==> src/rtl/fetch_prefetch_buffer.sv <==
// fetch_prefetch_buffer: Wishbone classic instruction prefetcher feeding a DEPTH-entry FIFO to decode.
module fetch_prefetch_buffer #(
  parameter logic [31:0] RESET_ADDR = 32'h8000_0000,
  parameter int          DEPTH      = 4,
  parameter logic [31:0] NOP_INST   = 32'h0000_0013
) (
  input  logic                       clk_i,
  input  logic                       rst_i,
  input  logic                       redirect_i,
  input  logic [31:0]                redirect_addr_i,
  input  logic                       ready_i,
  output logic                       valid_o,
  output logic [31:0]                inst_o,
  output logic [31:0]                pc_o,
  output logic                       err_o,
  output logic [$clog2(DEPTH+1)-1:0] count_o,
  input  logic [31:0]                wbm_dat_i,
  input  logic                       wbm_ack_i,
  input  logic                       wbm_err_i,
  output logic                       wbm_cyc_o,
  output logic                       wbm_stb_o,
  output logic [31:0]                wbm_addr_o
);
  localparam int PW = $clog2(DEPTH);
  localparam int CW = $clog2(DEPTH+1);
  localparam logic [CW-1:0] FULL = CW'(DEPTH);
  typedef enum logic [1:0] {IDLE, REQ, KILL, HALT} state_t;
  state_t state_q, state_d;
  logic [31:0] fetch_pc_q, fetch_pc_d, addr_q;
  logic [PW-1:0] wptr_q, rptr_q;
  logic [CW-1:0] count_q, count_d;
  logic [31:0] pc_mem_q [DEPTH];
  logic [31:0] inst_mem_q [DEPTH];
  logic [DEPTH-1:0] err_mem_q;
  logic done, push, pop;
  assign done    = wbm_ack_i | wbm_err_i;
  assign push    = state_q == REQ && done && !redirect_i;
  assign pop     = valid_o && ready_i && !redirect_i;
  assign count_d = redirect_i ? '0 : count_q + CW'(push) - CW'(pop);
  always_comb begin
    state_d    = state_q;
    fetch_pc_d = redirect_i ? {redirect_addr_i[31:2], 2'b00} :
                 (push && !wbm_err_i) ? fetch_pc_q + 32'd4 : fetch_pc_q;
    case (state_q)
      IDLE: state_d = (redirect_i || count_q != FULL) ? REQ : IDLE;
      REQ:  state_d = redirect_i ? (done ? REQ : KILL) :
                      wbm_err_i ? HALT :
                      wbm_ack_i ? (count_d != FULL ? REQ : IDLE) : REQ;
      // A killed transfer must still complete; its result is simply dropped.
      KILL: state_d = done ? REQ : KILL;
      HALT: state_d = redirect_i ? REQ : HALT;
    endcase
  end
  always_ff @(posedge clk_i or posedge rst_i) begin
    if (rst_i) begin
      state_q    <= IDLE;
      fetch_pc_q <= {RESET_ADDR[31:2], 2'b00};
      addr_q     <= {RESET_ADDR[31:2], 2'b00};
      wptr_q     <= '0;
      rptr_q     <= '0;
      count_q    <= '0;
    end else begin
      state_q    <= state_d;
      fetch_pc_q <= fetch_pc_d;
      if (state_q == REQ) addr_q <= fetch_pc_q;
      wptr_q     <= redirect_i ? '0 : wptr_q + PW'(push);
      rptr_q     <= redirect_i ? '0 : rptr_q + PW'(pop);
      count_q    <= count_d;
    end
  end
  always_ff @(posedge clk_i) begin
    if (push) begin
      pc_mem_q[wptr_q]   <= fetch_pc_q;
      inst_mem_q[wptr_q] <= wbm_err_i ? NOP_INST : wbm_dat_i;
      err_mem_q[wptr_q]  <= wbm_err_i;
    end
  end
  assign valid_o    = count_q != '0;
  assign inst_o     = valid_o ? inst_mem_q[rptr_q] : NOP_INST;
  assign pc_o       = valid_o ? pc_mem_q[rptr_q] : 32'd0;
  assign err_o      = valid_o && err_mem_q[rptr_q];
  assign count_o    = count_q;
  assign wbm_cyc_o  = state_q == REQ || state_q == KILL;
  assign wbm_stb_o  = wbm_cyc_o;
  // During KILL the bus address stays on the squashed request while fetch_pc tracks the redirect.
  assign wbm_addr_o = state_q == KILL ? addr_q : fetch_pc_q;
endmodule

==> config.mk <==
export PLATFORM = sky130hd
export DESIGN_NAME = fetch_prefetch_buffer
export DESIGN_NICKNAME = d
export VERILOG_FILES = /design/src/rtl/fetch_prefetch_buffer.sv
export SDC_FILE = /design/constraint.sdc
export NUM_CORES = 1
export LEC_CHECK = 0
export BUFFER_PORTS_ARGS = -buffer_cell sky130_fd_sc_hd__buf_2
export CAP_MARGIN = 20
export CORE_ASPECT_RATIO = 1.1
export CORE_MARGIN = 4
export CORE_UTILIZATION = 33
export CTS_CLUSTER_DIAMETER = 50
export CTS_CLUSTER_SIZE = 40
export DETAILED_ROUTE_END_ITERATION = 12
export SLEW_MARGIN = 25
export SYNTH_ARGS = -nofsm -noshare
export SYNTH_HDL_FRONTEND = slang
export SYNTH_SLANG_ARGS = --single-unit
export TNS_END_PERCENT = 1
==> constraint.sdc <==
create_clock -name clk_i -period 13 [get_ports clk_i]
set_clock_uncertainty 0.2 [all_clocks]
set_input_delay 0.65 -clock clk_i [delete_from_list [all_inputs] [get_ports clk_i]]
set_output_delay 0.65 -clock clk_i [all_outputs]
set_load 0.01 [all_outputs]
==> results.yml <==
drt:
  firstDrtPassIters: 5
  drcViolationCount: 0
  wl_met2_um: 15600
  wl_per_cell_um: 20.7
  vias: 7671
  maxUsedRoutingLayer: "met4"
  wl_met3_um: 1590
  wl_um: 31600
  ant_nets: 0
  drtIter0Drc: 403
  met1_length_um: 13700
  viasPerCell: 5.02
critical_path:
  reg2reg_from: "state_q[1]$_DFF_PP0_"
  end_kind: "register"
  crit_end: "state_q[0]$_DFF_PP0_"
  cpPeakStageDelay_ns: 0.84
  r2r_end: "state_q[0]$_DFF_PP0_"
  cp_slowest_cell: "ha_2"
  cp_common_cell: "inv_1"
  cp_cell_sequence: "inv_1 > ha_2 > nor3b_1 > inv_1 > ha_1 > inv_1 > ha_1 > fa_1 > xor3_1 > nor2_1 > and4b_1 > o31ai_1"
  rrSetupSlack_ns: 9.04
  crit_fanout: 35
  critPathLaunchType: "register"
  crit_path_start: "state_q[1]$_DFF_PP0_"
  critPathRequiredTime_ns: 13.24
  critical_path_class: "register to register"
  arrival_ns: 4.20
  reg2regPathDepth: 12
logic_synthesis:
  synth_edf_count: 252
  netlist_instances: 816
  synth_top_area_cell: "edfxtp_1"
  synth_common_cells: "edfxtp_1 (252), dfrtp_1 (67), mux4_2 (63)"
  ys_seq_area_frac: 0.683
  syn_avg_cell_area_um2: 16.7
  synth_area_mm2: 0.0136
  synthMostInstantiatedCell: "edfxtp_1"
  yosysWarnings: 0
  synth_top_area_frac: 0.556
  yosysUniqueCellTypes: 52
  synth_seq_cells: 321
  yosys-top-cells-area: "edfxtp_1 (56%), dfrtp_1 (12%), mux4_2 (10%)"
  ys.flop_type: "edfxtp_1"
  async_flop_share: 0.215
die:
  die_y_um: 221
  fp-row-count: 77
  pin_count: 173
  die_w_um: 202
  die_area_mm2: 0.0445
  core-area_mm2: 0.0405
  start_util: 0.336
placed_design:
  dp_hpwl_um: 19600
  io_buffer_count: 166
  place.gp.congestion: 0.755
  pre_cts_slack_ns: 9.04
sta:
  finalCritPeriodShare: 0.305
  hold_slack_ns: 0.0758
  max_freq_mhz: 252
  setup_slack_ns: 9.04
  rsz0062_at_grt: "no"
  period_minus_slack_ns: 3.96
  slew_viol_final: 0
  setup_violations: 0
  final_hold_viol_count: 0
  setup_total_negative_slack_ns: 0
  slew_headroom: 0.334
  worst_pin_slew_ns: 1.00
power_and_ir_drop:
  power_frac_clock: 0.342
  pwr-share-comb: 0.237
  finalPower_uw: 3170
  switching_share: 0.294
  pwr-share-seq: 0.421
  p_int_uw: 2240
  powerDensity_mw_per_mm2: 194
  vdd_drop_max_mv: 0.102
  leakage_uw: 0.00587
  switchingPower_uw: 932
global_route:
  grt_pass1_wl_um: 48200
  grt_use_total: 0.140
  grt_max_degree: 70
  grt_antenna_before_repair: 0
  overflow: 0
  grt_pass1_vias: 7937
layout:
  postLayoutCoreUtil: 0.404
  multi_input_area_mm2: 0.00407
  final.fill_count: 3688
  seq_area_mm2: 0.00930
  syn2layout_area_growth_pct: 20.2
  nets: 1067
  final_layout_size_suffix_gt1_frac: 0.388
min_path:
  min_path_type: "primary input to async pin"
clock_network:
  clk_latency_ns: 0.54
  cts_resized: 0
  htree_levels: 2
  cts_hold_buf: 0
  numCtsBuffers: 37
  clock_path_buffers: 3
  clk_pin_slew_ns: 0.06
  clkSinkCount: 321
  post-cts-setup-buffer-count: 0
  cts_tree: "built"
  clock-root-buffer: "clkbuf_16"
flow_run:
  maxCapViolations: 0
outcome:
  status: "complete, no violations"
==> area by class of cell <==
cell class,count,area share
sequential,321,0.569
multi-input combinational,433,0.249
clock buffer,40,0.0605
timing repair buffer,180,0.0602
tap,513,0.0393
clock inverter,26,0.0185
inverter,14,0.00321
antenna,1,0.000153
==> sequential cells by signal, summed over array words and instances (netlist names) <==
register / count
state_q: 2
err_mem_q: 4
inst_mem_q: 128
pc_mem_q: 120
fetch_pc_q: 30
rptr_q: 2
addr_q: 30
count_o: 3
wptr_q: 2
==> power groups by stage <==
| stage | clock (µW) | sequential (µW) | combinational, µW |
|---|---|---|---|
| 6_report | 1080 | 1340 | 751 |
| 5_1_grt | 1160 | 1350 | 819 |
| 4_1_cts | 1120 | 1340 | 775 |
| 3_5_place_dp | 0 | 1360 | 773 |
| 3_3_place_gp | 0 | 1350 | 765 |
| 2_1_floorplan | 0 | 1320 | 510 |
==> worst min-delay path by stage <==
stage	startpoint	to	slack, ns	cells after the start
after floorplan	addr_q[13]$_DFFE_PP0N_	addr_q[13]$_DFFE_PP0N_	0.27	1
after global placement	addr_q[19]$_DFFE_PP0N_	addr_q[19]$_DFFE_PP0N_	0.28	1
after detailed placement	addr_q[30]$_DFFE_PP0N_	addr_q[30]$_DFFE_PP0N_	0.29	1
after CTS	redirect_addr_i[3]	fetch_pc_q[3]$_DFFE_PP0N_	0.09	3
after global routing	redirect_addr_i[3]	fetch_pc_q[3]$_DFFE_PP0N_	0.11	3
final	rst_i	addr_q[26]$_DFFE_PP0N_	0.08	3
==> kinds of logic after synthesis <==
family,Yosys count,synth area share
and+or+nand+nor,231,0.0991
muxes,120,0.151
xor gates and xnor gates,12,0.00883
buffers and inverters,65,0.0200
DFF,321,0.683
AOI/OAI and AO/OA,56,0.0273
other,1,0.000276
adders and majority gates,10,0.00975
==> through the flow <==
step | instance area, µm² | std cells
5_1_grt | 16300 | 1527
3_3_place_gp | 15000 | 1458
2_1_floorplan | 13600 | 819
6_report | 16400 | 1528
3_5_place_dp | 15100 | 1461
4_1_cts | 16300 | 1527
==> per-layer routing <==
metal | global-route usage | vias up
met2 | 0.231 | 198
met1 | 0.185 | 3921
met5 | 0 | -
met3 | 0.0293 | 51
met4 | 0.0479 | 0
li1 | - | 3501
==> critical path, delay by kind of cell (launching register included) <==
family,cells,cell delay [ns]
flops,1,0.40
fa+ha+maj,4,1.71
compound gates,1,0.24
buf+inv,3,0.31
simple gates,3,0.81
xor+xnor,1,0.20
==> placed cells by master, fill, tap and decap left out, types with 4 or more instances in the layout <==
master,Yosys,final
nor2b_1,36,36
mux2_2,56,56
xor2_1,6,6
nand3_1,13,13
edfxtp_1,252,252
inv_1,14,12
inv_6,0,8
clkinv_2,0,4
nor3_1,5,4
or2_2,12,12
a31oi_1,9,9
o21ai_0,19,19
or4_1,10,10
and2_1,60,60
mux4_2,63,63
dfrtp_1,67,65
xnor2_1,5,5
buf_4,5,10
ha_1,9,7
and4_1,4,4
buf_2,7,166
inv_8,0,5
o31ai_1,10,10
o311ai_0,5,5
o211ai_1,4,4
nor2_1,18,17
clkbuf_16,0,39
and3_1,8,7
nand4_1,11,11
conb_1,1,4
nand2_1,37,37
Note: power is estimated with default switching activity, not from simulation.
